==> config.mk <==
export PLATFORM = sky130hd
export DESIGN_NAME = io_input_bank
export DESIGN_NICKNAME = d
export VERILOG_FILES = /design/src/rtl/io_pkg.sv /design/src/rtl/io_in_debounce.sv /design/src/rtl/io_input_bank.sv
export SDC_FILE = /design/constraint.sdc
export NUM_CORES = 1
export LEC_CHECK = 0
export BUFFER_PORTS_ARGS = -buffer_cell sky130_fd_sc_hd__buf_2
export CAP_MARGIN = 10
export CORE_MARGIN = 10
export CORE_UTILIZATION = 42
export DETAILED_ROUTE_END_ITERATION = 8
export GPL_TIMING_DRIVEN = 0
export PLACE_DENSITY = 0.68
export SLEW_MARGIN = 0
export SYNTH_ARGS = -nofsm -noshare
export SYNTH_HDL_FRONTEND = slang
export SYNTH_SLANG_ARGS = --single-unit
export TNS_END_PERCENT = 10
==> constraint.sdc <==
create_clock -name io_clk -period 2.1 [get_ports io_clk]
set_input_delay 0.525 -clock io_clk [delete_from_list [all_inputs] [get_ports io_clk]]
set_output_delay 0.525 -clock io_clk [all_outputs]
set_load 0.02 [all_outputs]
==> src/rtl/io_pkg.sv <==
// Address-map constants shared by the CPU I/O read-path blocks.
package io_pkg;

  localparam logic [5:0] IO_BASE_IDX = 6'h24;
  localparam int         IO_ADDR_LSB = 2;
  localparam int         IO_ADDR_MSB = 7;
  localparam int         IO_DW       = 32;

  // The status word sits directly after the last data port.
  function automatic logic [5:0] io_status_idx(input logic [5:0] base, input int num_ports);
    return base + 6'(num_ports);
  endfunction

endpackage

==> src/rtl/io_in_debounce.sv <==
// One input port: 2-flop synchroniser, optional stability filter, committed value.
// commit is high on every edge where stab is about to change.
module io_in_debounce #(
  parameter int DATA_W       = 32,
  parameter int DEBOUNCE_CYC = 0
) (
  input  logic              io_clk,
  input  logic              resetn,
  input  logic [DATA_W-1:0] din,
  output logic [DATA_W-1:0] stab,
  output logic              commit
);

  logic [DATA_W-1:0] s1_reg;
  logic [DATA_W-1:0] s2_reg;
  logic [DATA_W-1:0] stab_reg;
  logic [DATA_W-1:0] stab_next;

  always_ff @(posedge io_clk or negedge resetn) begin
    if (!resetn) begin
      s1_reg   <= '0;
      s2_reg   <= '0;
      stab_reg <= '0;
    end else begin
      s1_reg   <= din;
      s2_reg   <= s1_reg;
      stab_reg <= stab_next;
    end
  end

  generate
    if (DEBOUNCE_CYC == 0) begin : g_nofilt
      assign stab_next = s2_reg;
    end else begin : g_filt
      localparam int CW = $clog2(DEBOUNCE_CYC + 1);

      logic [DATA_W-1:0] s2_prev_reg;
      logic [CW-1:0]     cnt_reg;
      logic [CW-1:0]     cnt_next;

      always_ff @(posedge io_clk or negedge resetn) begin
        if (!resetn) begin
          s2_prev_reg <= '0;
          cnt_reg     <= '0;
        end else begin
          s2_prev_reg <= s2_reg;
          cnt_reg     <= cnt_next;
        end
      end

      // cnt holds the number of repeat samples after a new value first appears at s2,
      // so the commit lands on the (DEBOUNCE_CYC+1)-th consecutive identical sample.
      always_comb begin
        cnt_next  = cnt_reg;
        stab_next = stab_reg;
        if ((s2_reg == stab_reg) || (s2_reg != s2_prev_reg)) begin
          cnt_next = '0;
        end else if (cnt_reg == CW'(DEBOUNCE_CYC - 1)) begin
          stab_next = s2_reg;
          cnt_next  = '0;
        end else begin
          cnt_next = cnt_reg + CW'(1);
        end
      end
    end
  endgenerate

  assign stab   = stab_reg;
  assign commit = (stab_next != stab_reg);

endmodule

==> src/rtl/io_input_bank.sv <==
// Memory-mapped bank of synchronised/debounced input ports with sticky,
// read-to-clear change flags and a maskable interrupt.
module io_input_bank
  import io_pkg::*;
#(
  parameter int                   NUM_PORTS    = 4,
  parameter int                   DATA_W       = 32,
  parameter logic [5:0]           BASE_IDX     = IO_BASE_IDX,
  parameter int                   DEBOUNCE_CYC = 0,
  parameter logic [NUM_PORTS-1:0] IRQ_MASK     = {NUM_PORTS{1'b1}}
) (
  input  logic                        io_clk,
  input  logic                        resetn,
  input  logic [31:0]                 addr,
  input  logic                        io_rd,
  input  logic [NUM_PORTS*DATA_W-1:0] in_port,
  output logic [31:0]                 io_read_data,
  output logic                        io_irq
);

  localparam logic [5:0] STATUS_IDX = io_status_idx(BASE_IDX, NUM_PORTS);

  generate
    if ((NUM_PORTS < 1) || (NUM_PORTS > 8) || (DATA_W < 1) || (DATA_W > 32) ||
        ((int'(BASE_IDX) + NUM_PORTS) > 63)) begin : g_param_err
      $error("io_input_bank: illegal NUM_PORTS/DATA_W/BASE_IDX combination");
    end
  endgenerate

  logic [DATA_W-1:0]    stab_w    [NUM_PORTS];
  logic [IO_DW-1:0]     port_word [NUM_PORTS];
  logic [NUM_PORTS-1:0] commit_w;
  logic [NUM_PORTS-1:0] chg_reg;
  logic [NUM_PORTS-1:0] chg_next;
  logic [NUM_PORTS-1:0] chg_clr;
  logic [5:0]           word_idx;
  logic                 status_hit;
  logic                 addr_unused;

  assign word_idx    = addr[IO_ADDR_MSB:IO_ADDR_LSB];
  assign addr_unused = ^{addr[31:IO_ADDR_MSB+1], addr[IO_ADDR_LSB-1:0]};

  generate
    for (genvar gi = 0; gi < NUM_PORTS; gi++) begin : g_port
      io_in_debounce #(
        .DATA_W       (DATA_W),
        .DEBOUNCE_CYC (DEBOUNCE_CYC)
      ) u_port (
        .io_clk (io_clk),
        .resetn (resetn),
        .din    (in_port[gi*DATA_W +: DATA_W]),
        .stab   (stab_w[gi]),
        .commit (commit_w[gi])
      );
      assign port_word[gi] = IO_DW'(stab_w[gi]);
    end
  endgenerate

  always_comb begin
    io_read_data = '0;
    status_hit   = 1'b0;
    for (int k = 0; k < NUM_PORTS; k++) begin
      if (word_idx == BASE_IDX + 6'(k)) begin
        io_read_data = port_word[k];
      end
    end
    if (word_idx == STATUS_IDX) begin
      io_read_data = IO_DW'(chg_reg);
      status_hit   = 1'b1;
    end
  end

  // Clear only what the reader saw; a commit on the same edge re-sets its flag.
  always_comb begin
    chg_clr  = (io_rd && status_hit) ? chg_reg : '0;
    chg_next = (chg_reg & ~chg_clr) | commit_w;
  end

  always_ff @(posedge io_clk or negedge resetn) begin
    if (!resetn) begin
      chg_reg <= '0;
    end else begin
      chg_reg <= chg_next;
    end
  end

  assign io_irq = |(chg_reg & IRQ_MASK);

endmodule

==> summary.md, run 1 <==
| Metric | Value |
|---|---|
| Hold violation total from the final report | `0` |
| RD Place Congestion | `slightly above 0.8` |
| # clock sinks | `388` |
| I/O pins | `196` |
| CP Capture Type | `output port` |
| Filler instances | `~2300` |
| Syn Area/Cell | `19.0 um^2` |
| DRC errors left | `0` |
| Status | `finished with violations` |
| Syn-to-layout area delta | `26.2%` |
| Clk buf depth | `3` |
| Required time of the critical path | `1570 ps` |
| Antenna fix cells | `0` |
| Switch share | `22.2%` |
| ANT nets after route | `0` |
| Number of synthesized flops with an enable pin | `0` |
| Clk root buf | `clkbuf_16` |
| Worst vdd ir | `approximately 0.00078 V` |
| Sequential Power Share | `between 50% and 60%` |
| Layout Utilization | `53.6%` |
| Final Cycle Share | `112%` |
| Max Fclk | `426 MHz` |
| Reg clk slew, reported paths | `~60 ps` |
| Power per cell area | `slightly above 1000 nW/um^2` |
| Synth top area share | `79.7%` |
| Slew Limit Fails | `0` |
| Failing checks | `negative setup slack` |
| Post-Syn Instances | `640` |
| Pin count of the biggest net entering global routing | `120` |
| CP arrival | `1820 ps` |
| Ys flop type | `dfrtp_1` |
| Post-synth ARST share | `100%` |
| Die footprint | `36200 um^2` |
| Initial Util | `42.5%` |
| RSZ-0062 raised after global routing | `true` |
| Synth Cell Area | `about 12000 um^2` |
| CTS buffer count | `40` |
| Comb pwr share | `5.2%` |
| Placeable Area | `28700 um^2` |
| Tot GR Track Use | `15.4%` |
| Placed instance area | `13600 um^2` |
| Via count | `about 5900` |
| First-pass GRT wire length | `41.3 mm` |
| Syn nets | `between 800 and 900` |
| Yosys reg bits | `388` |
| Count leader, synth | `dfrtp_1` |
| Leading area contributor after synthesis | `dfrtp_1` |
| Max_cap viols | `0` |
| Skew final | `21.8 ps` |
| Vias in the first global route | `6755` |
| Synth cell count leaders | `dfrtp_1, xor2_1, mux4_2, nor4_1, and2_1` |
| Post-DP HPWL | `19.8 mm` |
| I/O Buffers | `167` |
| Leak | `7.01 nW` |
| Layout cells sized above 1 | `36.8%` |
| Final setup TNS | `-4420 ps` |
| P_int | `0.0123 W` |
| Sequential area share after synthesis | `79.7%` |
| Chip width | `190 um` |
| Worst setup path category | `reg2out` |
| Slew HR | `a little under three fifths` |
| Rows | `62` |
| Die Y | `190 um` |
| Count of different cell masters after synthesis | `17` |
| Worst-path fanout max | `2` |
| Fin worst setup slack | `-245 ps` |
| DRT iter0 DRCs | `275` |
| Hold Path Class | `in2reg` |
| DR WL/cell | `21.5 um` |
| Clock Power Share | `43.7%` |
| H-tree depth | `2` |
| Antenna violations before repair | `1` |
| Synth warn | `0` |
| Total Wirelength | `27.7 mm` |
| Fin crit period | `~2300 ps` |
| Synth area leaders | `dfrtp_1, xor2_1, mux4_2, nor4_1, and2_1` |
| Drt pass-1 iters | `4` |
| Nets@finish | `1040` |
| Final setup vio count | `33` |
| TritonCTS clock tree | `built` |
| P_sw | `0.00351 W` |
| Design Area, Final | `15400 um^2` |
| GRT Residual Overflow | `0` |
| Worst setup SP type | `flop` |
| Worst-skew pair later-pin latency | `530 ps` |
| Vias per cell | `4.59` |
| Worst Max-Slew Pin Slew | `around 660 ps` |
-- worst paths after layout --
check                                            start                     endpoint  slack (ps)  cells after the start
hold / removal                             in_port[98]   g_port[3].u_port.s1_reg[2]         100                      1
min in group asynchronous                       resetn  g_port[0].u_port.s1_reg[31]         130                      2
hold reg to reg            g_port[2].u_port.s1_reg[11]  g_port[2].u_port.s2_reg[11]         350                      0
setup / recovery              g_port[2].u_port.stab[3]              io_read_data[3]        -250                      3
max in group asynchronous                       resetn    g_port[2].u_port.stab[19]         570                      4
setup reg to reg             g_port[0].u_port.stab[16]                   chg_reg[0]          90                      5
-- layout by cell type, fill, tap and decap left out, drive strengths merged --
cell type and n:
nand2 1, inv 3, clkinvlp 4, and2 28
buf 202, clkbuf 60, xor2 128, nor4 32
nor3 1, a211o 4, clkinv 7, dfrtp 388
dlymetal6s4s 1, or4 1, bufinv 2, nand4bb 1
a22o 4, mux4 32, nand4 8, and4bb 1
-- area by class of cell --
| class | instances | area [um^2] | share of cell area (%) |
|---|---|---|---|
| Multi-Input combinational cell | 241 | 2460 | 16.0 |
| Sequential cell | 388 | 9720 | 63.2 |
| Clock inverter | 16 | 178 | 1.16 |
| Tap cell | 384 | 480 | 3.12 |
| Timing Repair Buffer | 195 | 1310 | 8.49 |
| Clock buffer | 57 | 1130 | 7.38 |
| Buffer | 11 | 106 | 0.691 |
-- metal layers --
| layer | GRT usage (%) | up-vias | wire length, um |
|---|---|---|---|
| li1 | - | 2649 | - |
| met1 | 21.2 | 3070 | 12400 |
| met2 | 24.4 | 164 | 13400 |
| met3 | 3.53 | 41 | 1540 |
| met4 | 3.73 | 0 | 445 |
| met5 | 0 | - | 0 |
-- worst max-delay path, stage by stage (launching register included) --
cell,delay (ps)
dfrtp_1,420
mux4_2,480
a22o_1,250
buf_6,140
-- power groups by stage --
| stage | clock [W] | combinational (W) | sequential (W) |
|---|---|---|---|
| after floorplan | 0 | 0.000339 | 0.00814 |
| after global placement | 0 | 0.000733 | 0.00822 |
| after detailed placement | 0 | 0.000764 | 0.00823 |
| after CTS | 0.00710 | 0.000802 | 0.00810 |
| after global routing | 0.00745 | 0.000911 | 0.00813 |
| final | 0.00691 | 0.000820 | 0.00809 |
-- cell families after synthesis --
family | count (synthesis) | synth area share [%]
AO/OA/AOI/OAI | 8 | 0.575
multiplexers | 32 | 5.91
XOR/XNOR | 128 | 9.20
AND/OR/NAND/NOR | 73 | 3.93
flip-flops | 388 | 79.7
buffers and inverters | 11 | 0.698
-- through the flow --
stage | setup slack [ps] | cells | hold WS (ps) | power, W
floorplan | 37.3 | 640 | 229 | 0.00848
finish | -245 | 1292 | 96.2 | 0.0158
CTS | -292 | 1272 | 72.8 | 0.0160
global route | -309 | 1292 | 70.2 | 0.0165
detailed placement | -623 | 1194 | 335 | 0.00900
global placement | -6620 | 1191 | 334 | 0.00895
-- timing repair --
item | 4_1_cts | 5_1_grt
setup endpoints to repair | 34 | 149
pin swaps | 1 | 0
hold buffers | 1 | 0
setup buffers | 4 | 20
endpoints found under the hold margin | 37 | 0
resized for setup | 60 | 40
(Power assumes the default switching activity.)
==> inputs of run 2 (changes only) <==
==> constraint.sdc (replaced) <==
create_clock -name io_clk -period 2.1 [get_ports io_clk]
set_input_delay 0.315 -clock io_clk [delete_from_list [all_inputs] [get_ports io_clk]]
set_output_delay 0.315 -clock io_clk [all_outputs]
set_load 0.02 [all_outputs]
==> summary.md, run 2 (synthesis results as in run 1) <==
| Metric | Value |
|---|---|
| Status | `finished with violations (unchanged)` |
| Failing checks | `negative setup slack (unchanged)` |
| Clk buf depth | `3 (unchanged)` |
| Required time of the critical path | `1780 ps (was 1570 ps)` |
| First-pass GRT wire length | `45.6 mm (was 41.3 mm)` |
| Most frequent cells in the layout | `dfrtp_1, buf_2, dlygate4sd3_1, xor2_1, clkbuf_16 (was dfrtp_1, buf_2, xor2_1, clkbuf_16, mux4_2)` |
| Max_cap viols | `0 (unchanged)` |
| Max incr delay on CP | `480 ps (about the same)` |
| Filler instances | `2242 (was 2347)` |
| Sequential Power Share | `50.5% (was 51.1%)` |
| Initial Util | `42.5% (unchanged)` |
| Tot GR Track Use | `16.8% (was 15.4%)` |
| Slowest cell on crit path | `mux4_2 (unchanged)` |
| P_int | `0.0124 W (was 0.0123 W)` |
| Final Cycle Share | `102% (was 112%)` |
| RR Startpoint | `g_port[0].u_port.stab[17] (was g_port[0].u_port.stab[16])` |
| Hold_ws | `144 ps (was 96.2 ps)` |
| Worst R2R End | `chg_reg[0] (unchanged)` |
| Total Wirelength | `29.8 mm (was 27.7 mm)` |
| Pin count of the biggest net entering global routing | `120 (unchanged)` |
| Storage element area | `9720 um^2 (unchanged)` |
| Comb pwr share | `6.0% (was 5.2%)` |
| Largest delay share family, worst path | `multiplexers (unchanged)` |
| Reg2Reg Setup Slack | `170 ps (was 90 ps)` |
| RD Place Congestion | `0.815 (unchanged)` |
| Critical Path Sink | `io_read_data[3] (unchanged)` |
| Worst setup path category | `reg2out (unchanged)` |
| Worst-skew pair later-pin latency | `530 ps (about the same)` |
| Worst vdd ir | `0.000675 V (was 0.000785 V)` |
| Fin crit period | `2150 ps (was 2350 ps)` |
| Total power draw | `0.0160 W (was 0.0158 W)` |
| Reg2Reg Depth | `4 (was 5)` |
| Power per cell area | `983 nW/um^2 (was 1030 nW/um^2)` |
| Clk root buf | `clkbuf_16 (unchanged)` |
| CP Capture Type | `output port (unchanged)` |
| ANT nets after route | `0 (unchanged)` |
| CTS buffer count | `40 (unchanged)` |
| TritonCTS clock tree | `built (unchanged)` |
| RSZ-0062 raised after global routing | `true (unchanged)` |
| DRT iter0 DRCs | `342 (was 275)` |
| Max Fclk | `465 MHz (was 426 MHz)` |
| Die Y | `190 um (unchanged)` |
| Multi-input logic area | `2430 um^2 (was 2460 um^2)` |
| Antenna fix cells | `0 (unchanged)` |
| Slew Limit Fails | `0 (unchanged)` |
| Leading cell type in the layout, fill and taps excluded | `dfrtp_1 (unchanged)` |
| Worst Max-Slew Pin Slew | `662 ps (was 661 ps)` |
| Reg clk slew, reported paths | `60 ps (about the same)` |
| Final setup vio count | `3 (was 33)` |
| Placeable Area | `28700 um^2 (unchanged)` |
| CP arrival | `1840 ps (was 1820 ps)` |
| Critical path cell sequence | `mux4_2, a22o_1, buf_6 (unchanged)` |
| Vias per cell | `4.58 (was 4.59)` |
| Final setup TNS | `-68.7 ps (was -4420 ps)` |
| Drt pass-1 iters | `5 (was 4)` |
| Nets@finish | `1145 (was 1040)` |
| Pre-CTS WS | `-203 ps (was -623 ps)` |
| DR WL/cell | `21.4 um (was 21.5 um)` |
| Chip width | `190 um (unchanged)` |
| Rows | `62 (unchanged)` |
| P_sw | `0.00360 W (was 0.00351 W)` |
| Vias in the first global route | `7512 (was 6755)` |
| Via count | `6403 (was 5924)` |
| Layout cells sized above 1 | `29.4% (was 36.8%)` |
| Syn-to-layout area delta | `33.8% (was 26.2%)` |
| H-tree depth | `2 (unchanged)` |
| Crit. Startpoint | `g_port[2].u_port.stab[3] (unchanged)` |
| Hold Path Class | `in2reg (unchanged)` |
| I/O Buffers | `167 (unchanged)` |
| Worst-path fanout max | `2 (unchanged)` |
| WP depth | `3 (unchanged)` |
| Switch share | `22.5% (was 22.2%)` |
| Clock Power Share | `43.5% (was 43.7%)` |
| Worst setup SP type | `flop (unchanged)` |
| # clock sinks | `388 (unchanged)` |
| Fin worst setup slack | `-52.1 ps (was -245 ps)` |
| Post-DP HPWL | `19.8 mm (unchanged)` |
| I/O pins | `196 (unchanged)` |
| GRT Residual Overflow | `0 (unchanged)` |
| Slew HR | `55.5% (about the same)` |
| CP bufs+invs | `1 (unchanged)` |
| Leak | `7.39 nW (was 7.01 nW)` |
| DRC errors left | `0 (unchanged)` |
| Hold violation total from the final report | `0 (unchanged)` |
| Die footprint | `36200 um^2 (unchanged)` |
| Antenna violations before repair | `1 (unchanged)` |
| Skew final | `20.5 ps (was 21.8 ps)` |
## run 2: what timing repair did
item                                   4_1_cts  5_1_grt
resized for setup                           18       24
hold buffers                               129        0
pin swaps                                    1        0
endpoints found under the hold margin      202        0
buffers inserted                             0        1
setup endpoints to repair                   23       24
## run 2: how the worst min path moves through the flow
stage	to	start	depth (start not counted)
after floorplan	chg_reg[0]	resetn	0
after global placement	g_port[0].u_port.s2_reg[13]	g_port[0].u_port.s1_reg[13]	0
after detailed placement	g_port[0].u_port.s1_reg[31]	resetn	1
after CTS	chg_reg[3]	io_rd	3
after global routing	chg_reg[2]	io_rd	3
final	chg_reg[3]	io_rd	3
## run 2: layer usage
metal | vias up | part of all wire, % | wire length, um | track usage (%)
li1 | 2860 | - | - | -
met1 | 3331 | 43 | 12800 | 22.5
met2 | 167 | 50 | 14900 | 27.8
met3 | 45 | 5.3 | 1590 | 3.46
met4 | 0 | 1.8 | 538 | 4.03
met5 | - | 0 | 0 | 0
## run 2: tightest hold or removal path: cells and delay by family
| kind | cells | cell delay (ps) |
|---|---|---|
| buffers and inverters | 1 | 120 |
| AO/OA/AOI/OAI | 1 | 120 |
| AND/OR/NAND/NOR | 1 | 90 |
## run 2: layout make-up
type	instances	area share (%)
plain buffers	11	0.545
clock buffers	57	6.96
clock inverters	16	1.09
multi-input cells	241	14.9
flip-flops and latches	388	59.6
well taps	384	2.95
repair buffers	300	14.0
## run 2: stage by stage
step | utilization (%) | area [um^2] | instances
CTS | 56.6 | 16200 | 1396
floorplan | - | 12200 | 640
detailed placement | 47.4 | 13600 | 1194
global route | 56.8 | 16300 | 1397
global placement | 47.0 | 13500 | 1191
finish | 56.8 | 16300 | 1397
## run 2: power groups by stage
stage	sequential (W)	clock [W]	combinational, W
6_report	0.00810	0.00697	0.000960
2_1_floorplan	0.00814	0	0.000339
3_3_place_gp	0.00822	0	0.000733
5_1_grt	0.00814	0.00748	0.00106
3_5_place_dp	0.00823	0	0.000764
4_1_cts	0.00810	0.00710	0.000969
